## config.mk

```make
export PLATFORM = sky130hd
export DESIGN_NAME = instr_sequencer
export DESIGN_NICKNAME = d
export VERILOG_FILES = /design/src/rtl/cpu_seq_pkg.sv /design/src/rtl/one_hot_timer.sv /design/src/rtl/instr_sequencer.sv
export SDC_FILE = /design/constraint.sdc
export NUM_CORES = 1
export LEC_CHECK = 0
export ABC_AREA = 1
export CORE_ASPECT_RATIO = 0.9
export CORE_MARGIN = 1
export CORE_UTILIZATION = 65
export DETAILED_ROUTE_END_ITERATION = 12
export DONT_BUFFER_PORTS = 1
export PLACE_DENSITY = 0.81
export SLEW_MARGIN = 20
export SYNTH_ARGS = -nofsm -noshare
export SYNTH_HDL_FRONTEND = slang
export SYNTH_SLANG_ARGS = --single-unit
export TNS_END_PERCENT = 20
```

## constraint.sdc

```tcl
create_clock -name Clock -period 4.4 [get_ports Clock]
set_clock_uncertainty 0.1 [all_clocks]
set_input_delay 0.88 -clock Clock [delete_from_list [all_inputs] [get_ports Clock]]
set_output_delay 0.88 -clock Clock [all_outputs]
set_load 0.03 [all_outputs]
```

## src/rtl/cpu_seq_pkg.sv

```systemverilog
// Shared definitions for the CPU fetch/decode sequencer and the control unit:
// state-class index helpers, opcode encodings and parameter sanity checks.
package cpu_seq_pkg;

  localparam int BYTE_W = 8;

  // Opcode encodings shared with the execute control unit
  localparam logic [5:0] BRA   = 6'h00;
  localparam logic [5:0] BRZ   = 6'h01;
  localparam logic [5:0] BRN   = 6'h02;
  localparam logic [5:0] JSR   = 6'h03;
  localparam logic [5:0] RTS   = 6'h04;
  localparam logic [5:0] LDA   = 6'h08;
  localparam logic [5:0] LDI   = 6'h09;
  localparam logic [5:0] STA   = 6'h0A;
  localparam logic [5:0] ADDA  = 6'h10;
  localparam logic [5:0] SUBA  = 6'h11;
  localparam logic [5:0] ANDA  = 6'h12;
  localparam logic [5:0] ORA   = 6'h13;
  localparam logic [5:0] XORA  = 6'h14;
  localparam logic [5:0] SHL   = 6'h18;
  localparam logic [5:0] SHR   = 6'h19;
  localparam logic [5:0] LDIM  = 6'h20;
  localparam logic [5:0] STIM  = 6'h21;
  localparam logic [5:0] LDRM  = 6'h22;
  localparam logic [5:0] STRM  = 6'h23;
  localparam logic [5:0] STRIM = 6'h24;

  function automatic int fetch_last_idx(input int instr_bytes);
    return instr_bytes - 1;
  endfunction

  function automatic int decode_idx(input int instr_bytes);
    return instr_bytes;
  endfunction

  function automatic int exec_first_idx(input int instr_bytes);
    return instr_bytes + 1;
  endfunction

  function automatic bit params_ok(input int instr_bytes, input int num_t, input int opcode_w);
    return (instr_bytes >= 1) && (instr_bytes <= 4) && (num_t >= instr_bytes + 2) &&
           (opcode_w >= 1) && (opcode_w <= BYTE_W * instr_bytes);
  endfunction

endpackage

```

## src/rtl/one_hot_timer.sv

```systemverilog
// One-hot timing ring with park (all-zero), restart (T0), hold and advance.
// Priority: park > restart > hold > advance; with no request the state holds.
module one_hot_timer #(
  parameter int NUM_T = 12
) (
  input  logic             Clock,
  input  logic             Reset,
  input  logic             advance,
  input  logic             hold,
  input  logic             restart,
  input  logic             park,
  output logic [NUM_T-1:0] T,
  output logic             last
);

  always_ff @(posedge Clock or posedge Reset) begin
    if (Reset)        T <= NUM_T'(1);
    else if (park)    T <= '0;
    else if (restart) T <= NUM_T'(1);
    else if (hold)    T <= T;
    else if (advance) T <= {T[NUM_T-2:0], 1'b0};
  end

  assign last = T[NUM_T-1];

endmodule

```

## src/rtl/instr_sequencer.sv

```systemverilog
// Instruction fetch/decode timing sequencer: fetches INSTR_BYTES bytes LSB first
// with a Mem_Ready wait-state handshake, then hands the remaining T states to execute.
module instr_sequencer
  import cpu_seq_pkg::*;
#(
  parameter int INSTR_BYTES = 2,
  parameter int NUM_T       = 12,
  parameter int OPCODE_W    = 6
) (
  input  logic                     Clock,
  input  logic                     Reset,
  input  logic [7:0]               Mem_Data,
  input  logic                     Mem_Ready,
  input  logic                     Stall,
  input  logic                     Done,
  input  logic                     Halt,
  output logic [NUM_T-1:0]         T,
  output logic [8*INSTR_BYTES-1:0] IR,
  output logic [OPCODE_W-1:0]      Opcode,
  output logic                     Decode_Valid,
  output logic                     Mem_CS,
  output logic                     PC_Inc,
  output logic                     Halted,
  output logic                     Overrun
);

  localparam int IR_W       = BYTE_W * INSTR_BYTES;
  localparam int FETCH_LAST = fetch_last_idx(INSTR_BYTES);
  localparam int DEC_IDX    = decode_idx(INSTR_BYTES);
  localparam int EXEC_FIRST = exec_first_idx(INSTR_BYTES);

  if (!params_ok(INSTR_BYTES, NUM_T, OPCODE_W)) begin : g_param_err
    $error("instr_sequencer: illegal INSTR_BYTES/NUM_T/OPCODE_W combination");
  end

  logic in_fetch, in_decode, in_exec, last;
  logic advance, hold, restart, park;

  one_hot_timer #(.NUM_T(NUM_T)) u_timer (
    .Clock   (Clock),
    .Reset   (Reset),
    .advance (advance),
    .hold    (hold),
    .restart (restart),
    .park    (park),
    .T       (T),
    .last    (last)
  );

  assign in_fetch  = |T[FETCH_LAST:0];
  assign in_decode = T[DEC_IDX];
  assign in_exec   = |T[NUM_T-1:EXEC_FIRST];

  always_comb begin
    advance = 1'b0;
    hold    = 1'b0;
    restart = 1'b0;
    park    = 1'b0;
    if (in_fetch) begin
      advance = Mem_Ready;
      hold    = ~Mem_Ready;
    end else if (in_decode || in_exec) begin
      // Done beats Stall; running off the end wraps unless stalled there
      if (Done || (last && !Stall)) begin
        park    = Halt;
        restart = ~Halt;
      end else if (Stall) begin
        hold = 1'b1;
      end else begin
        advance = 1'b1;
      end
    end else begin
      restart = ~Halt;
      hold    = Halt;
    end
  end

  always_ff @(posedge Clock or posedge Reset) begin
    if (Reset) begin
      IR      <= '0;
      Opcode  <= '0;
      Overrun <= 1'b0;
    end else begin
      for (int k = 0; k < INSTR_BYTES; k++) begin
        if (T[k] && Mem_Ready) IR[BYTE_W*k +: BYTE_W] <= Mem_Data;
      end
      if (in_decode) Opcode <= IR[IR_W-1 -: OPCODE_W];
      if (in_exec && last && !Done && !Stall) Overrun <= 1'b1;
    end
  end

  assign Mem_CS       = ~(in_fetch & ~Reset);
  assign PC_Inc       = in_fetch & Mem_Ready & ~Reset;
  assign Decode_Valid = in_decode & ~Reset;
  assign Halted       = ~|T;

  a_t_onehot0: assert property (@(posedge Clock) disable iff (Reset) $onehot0(T))
    else $error("instr_sequencer: T is not one-hot or zero");

endmodule

```

==> results of run 1 <==
==> placed cells by master, fill, tap and decap left out, types with 2 or more instances in the layout <==
| cell | count |
|---|---|
| inv_1 | 16 |
| or2_2 | 2 |
| o21ai_0 | 16 |
| nor2_1 | 11 |
| dfrtp_1 | 34 |
| clkbuf_4 | 5 |
| nand2_1 | 60 |
| nand3_1 | 11 |
| nand4_1 | 9 |
==> metal layers <==
layer,up-vias,global-route usage,share of wire
met3,5,0.1270,0.086
met2,55,0.4380,0.50
met5,-,0,0
met4,0,0.1158,0.0091
met1,541,0.3340,0.41
li1,560,-,-
==> per-stage QoR <==
| stage | cell area [µm²] | worst slack [ps] | cells | utilization |
|---|---|---|---|---|
| final | 1603 | 1478 | 204 | 0.7278 |
| after global routing | 1603 | 1320 | 204 | 0.7278 |
| after CTS | 1603 | 1467 | 204 | 0.7278 |
| after detailed placement | 1516 | 1780 | 196 | 0.6886 |
| after global placement | 1516 | 1805 | 196 | 0.6886 |
| after floorplan | 1524 | 1377 | 175 | - |
==> power breakdown <==
| group | switching [mW] | leakage, nW | internal, mW |
|---|---|---|---|
| Sequential | 0.411 | 0.446 | 0.457 |
| Clock | 0.105 | 0.0482 | 0.134 |
| Combinational | 0.289 | 0.383 | 0.125 |
==> state kept, by name, summed over array words and instances (netlist names) <==
name and cells:
IR 16, u_timer.T 12, Opcode 6, Overrun 1
==> cells by family after synthesis <==
kind of cell / count (synthesis)
flops: 35
buf+inv: 24
simple gates: 98
compound gates: 18
==> worst max-delay path by stage <==
stage                     slack, ps  cells past startpoint         start  endpoint
after global placement         1810                      3         Reset    Mem_CS
after CTS                      1470                      5  u_timer.T[2]    Halted
final                          1480                      5  u_timer.T[2]    Halted
after detailed placement       1780                      3         Reset    Mem_CS
after floorplan                1380                      2         Reset    Mem_CS
after global routing           1320                      5  u_timer.T[2]    Halted
==> area by class of cell <==
cell class | count | area share
flip-flops and latches | 35 | 0.5472
multi-input cells | 116 | 0.3333
clock inverters | 2 | 0.02186
well taps | 27 | 0.02108
clock buffers | 6 | 0.03201
repair buffers | 1 | 0.004684
inverters | 17 | 0.03981
==> impl_results.md, run 1 <==
- Post-CTS setup buffer count: 0
- RSZ-0062 raised after global routing: false
- Final hold violation count: 0
- Input/output buffers: 0
- Primary FF master, synth: dfrtp_1
- Peak supply drop: 0.5823 mV
- Most common cell in the netlist: nand2_1
- RR Endpoint: u_timer.T[2]
- Synth Area in Compound Gates: 0.06897
- Synthesized area per cell: 8.708 µm²
- H-tree Lvls: 2
- Root Buffer: clkbuf_4
- R2r setup slk: 2310 ps
- Vias in the first global route: 1026
- Post-route ant nets: 0
- Slowest-stage cell, CP: dfrtp_1
- Vias/cell: 5.691
- Mapped cell area: 1524 µm²
- Drt wl/cell: 15.55 µm
- CP arrival: 1940 ps
- Final Hold Slack: 432.4 ps
- Crit path buffers/inverters: 1
- CP Launch Type: flip-flop
- Syn_nets: 189
- Post-synthesis sequential area ratio: 0.5755
- Hold WC Path Type: in -> async
- Post-synth top area share: 0.5583
- Total grt overflow: 0
- CTS tree: built
- Tot GR Track Use: 0.2768
- RR Startpoint: u_timer.T[2]
- Max Cap Viol: 0
- Main combinational cell family by area after synthesis: simple AND/OR/NAND/NOR gates
- # rows: 16
- CTS max path bufs: 2
- Delay-heaviest family, CP: simple AND/OR/NAND/NOR gates
- DP Wirelength: 2.228 mm
- CP required: 3420 ps
- Die height: 47.94 µm
- Leakage: 0.8775 nW
- CTS Sinks: 35
- Mux cell area share after synthesis: 0
- Slowest Stage Delay on Critical Path: 620 ps
- Worst setup EP type: output port
- Relative slew slack: 0.6107
- Period utilisation layout: 0.6641
- Min Clock Period, post-route: 2922 ps
- Synth Instances: 175
- Reg2reg path depth: 7
- Floorplan die area: 2542 µm²
- Post-synth EDFFs: 0
- Initial Util: 0.6920
- Library cells used by synthesis: 20
- # DRC: 0
- Area of the multi-input gates: 534.3 µm²
- Register Area: 877.1 µm²
- Final RePlAce weighted congestion: 0.7747
- Post-Route WL: 3.173 mm
- Crit-path cells: nor2_1 -> nand2_1 -> nor2_1 -> nand2_1 -> inv_1
- TritonCTS Buffers: 5
- N_diodes: 0
- Final slew viol count: 0
- First drt pass iteration count: 4
- Total number of vias: 1161
- Worst-margin pin slew: 584.0 ps
- Die width: 53.04 µm
- Fin nets: 190
- # setup viols final: 0
- Post-cts sizing count: 0
- Top cells by area, synth: dfrtp_1 56%, nand2_1 15%, o21ai_0 5.3%
- Cts hold-fix bufs: 0
- Area growth, synth to finish: 5.173%
- Post-synth top cells: 60 x nand2_1, 34 x dfrtp_1, 16 x inv_1, 16 x o21ai_0
- First-pass GRT wire length: 4.650 mm
- Simple-Gate Fraction of Synth Area: 0.2816
- Initial antenna violation count: 0
- Core area: 2202 µm²
- Status: complete, no violations
- Syn. warnings: 0
- Post-synth top area cell: dfrtp_1
- Worst-path fanout max: 12
- Pwr dens: 949.3 nW/µm²
- Xor and xnor area share after synthesis: 0
- Number of synthesized register bits: 35
- I/O pins: 53
- Design Power: 1.522 mW
- Async S/R FF share, synth: 1.000
- Clk slew on worst S/H paths: 110 ps
- Worst-Skew Late Latency: 330 ps
- Fillers: 170
- Largest net degree at the start of global routing: 37
- Layout cells sized above 1: 0.1017
- Max Fclk: 0.3423 GHz
- Post-Synth Adder-Cell Area: 0
- Crit Path Class: reg -> out
- Setup TNS: 0 ps
- DRT iter0 DRCs: 28
Note: power is estimated with default switching activity, not from simulation.
==> run 2, diff against run 1 <==
--- a/config.mk
+++ b/config.mk
@@ -8,10 +8,10 @@
 export ABC_AREA = 1
 export CORE_ASPECT_RATIO = 0.9
 export CORE_MARGIN = 1
-export CORE_UTILIZATION = 65
+export CORE_UTILIZATION = 61
 export DETAILED_ROUTE_END_ITERATION = 12
 export DONT_BUFFER_PORTS = 1
-export PLACE_DENSITY = 0.81
+export PLACE_DENSITY = 0.77
 export SLEW_MARGIN = 20
 export SYNTH_ARGS = -nofsm -noshare
 export SYNTH_HDL_FRONTEND = slang
==> constraint.sdc (replaced) <==
create_clock -name Clock -period 2.9 [get_ports Clock]
set_clock_uncertainty 0.1 [all_clocks]
set_input_delay 0.58 -clock Clock [delete_from_list [all_inputs] [get_ports Clock]]
set_output_delay 0.58 -clock Clock [all_outputs]
set_load 0.03 [all_outputs]
==> impl_results.md, run 2 (same netlist as run 1, synthesis figures left out) <==
- Status: complete, no violations
- Design Power: 2.200 mW
- Post-Route WL: 3.130 mm
- Final hold violation count: 0
- Clk slew on worst S/H paths: 100 ps
- DP Worst Slack: 667.3 ps
- CTS tree: built
- Die width: 54.69 µm
- Post-route ant nets: 0
- Fin nets: 191
- DP Wirelength: 2.218 mm
- First drt pass iteration count: 4
- Worst setup EP type: output port
- Largest net degree at the start of global routing: 36
- H-tree Lvls: 2
- Cts hold-fix bufs: 0
- CTS max path bufs: 2
- # DRC: 0
- Leakage: 0.8631 nW
- Largest registers: IR x16, u_timer.T x12, Opcode x6
- Slowest Stage Delay on Critical Path: 600 ps
- Max FFs per register: 16
- First-pass GRT wire length: 4.864 mm
- Max Cap Viol: 0
- Initial antenna violation count: 0
- Final RePlAce weighted congestion: 0.8509
- I/O pins: 53
- Worst-path fanout max: 12
- Die height: 49.42 µm
- DRT iter0 DRCs: 36
- Input/output buffers: 0
- Hold WC Path Type: in -> async
- Placement Cell Area: 1524 µm²
- Relative slew slack: 0.6331
- CTS Sinks: 35
- Floorplan die area: 2702 µm²
- Initial Util: 0.6737
- Total grt overflow: 0
- Fin worst setup slack: 272.4 ps
- Tot GR Track Use: 0.2555
- Min Clock Period, post-route: 2628 ps
- Crit Path Class: reg -> out
- Root Buffer: clkbuf_4
- Vias in the first global route: 1111
- Final slew viol count: 0
- Worst-Skew Late Latency: 330 ps
- Drt wl/cell: 15.27 µm
- Worst setup startpoint: u_timer.T[2]
- # rows: 16
- Fillers: 174
- Slowest-stage cell, CP: dfrtp_1
- Vias/cell: 5.644
- Pwr dens: 1398 nW/µm²
- Layout cells sized above 1: 0.09551
- Setup TNS: 0 ps
- CP required: 2220 ps
- Total number of vias: 1157
- Register Area: 877.1 µm²
- Final Hold Slack: 153.4 ps
- # setup viols final: 0
- Commonest non-fill, non-tap cell in the layout: nand2_1
- Post-cts sizing count: 0
- CP Launch Type: flip-flop
- CP arrival: 1950 ps
- Core area: 2262 µm²
- Peak supply drop: 0.7794 mV
- Area of the multi-input gates: 534.3 µm²
- Final Cell Area: 1574 µm²
- TritonCTS Buffers: 5
- Most flop-heavy register: IR
- Area growth, synth to finish: 3.284%
- Max Fclk: 0.3806 GHz
- Worst-margin pin slew: 550.3 ps
- Post-CTS setup buffer count: 0
- RR Startpoint: u_timer.T[2]
- Period utilisation layout: 0.9061
- N_diodes: 0
- Most frequent cells in the layout: 60 x nand2_1, 34 x dfrtp_1, 16 x inv_1, 16 x o21ai_0
- RSZ-0062 raised after global routing: false
- Crit-path cells: nor2_1 -> nand2_1 -> nor2_1 -> nand2_1 -> inv_1
## run 2: critical path: cells and delay by family (launching register included)
family	cells	cell delay (ps)
buffers and inverters	1	320
flip-flops	1	600
AND/OR/NAND/NOR	4	700
## run 2: per-layer routing
layer	share of wire	up-vias	wire length, µm	track usage
li1	-	560	-	-
met1	0.44	541	1365	0.3320
met2	0.47	52	1474	0.3936
met3	0.084	4	264	0.09969
met4	0.0080	0	25	0.06410
met5	0	-	0	0
## run 2: per-stage QoR
step,cells,utilization
4_1_cts,205,0.6958
6_report,205,0.6958
3_5_place_dp,197,0.6737
2_1_floorplan,175,-
3_3_place_gp,197,0.6737
5_1_grt,205,0.6958
## run 2: area by class of cell
type,instances,area share
Clock buffer,7,0.02862
Clock inverter,1,0.003180
Inverter,17,0.04054
Multi-Input combinational cell,116,0.3394
Sequential cell,35,0.5572
Tap cell,27,0.02146
Timing Repair Buffer,2,0.009539
## run 2: where the power goes
part,leakage [nW],total [mW],internal [mW],switching [mW]
combinational,0.388,0.645,0.195,0.450
clock,0.0293,0.245,0.0945,0.150
sequential,0.446,1.31,0.694,0.617
total,0.863,2.20,0.983,1.22
## run 2: path summary, 6_finish.rpt
check	to	slack [ps]	cells past startpoint
setup / recovery	Halted	270	5
hold / removal	IR[15]	150	2
setup reg to reg	u_timer.T[6]	790	7
hold reg to reg	u_timer.T[0]	500	2
max in group asynchronous	u_timer.T[0]	2210	2
min in group Clock	u_timer.T[0]	280	3
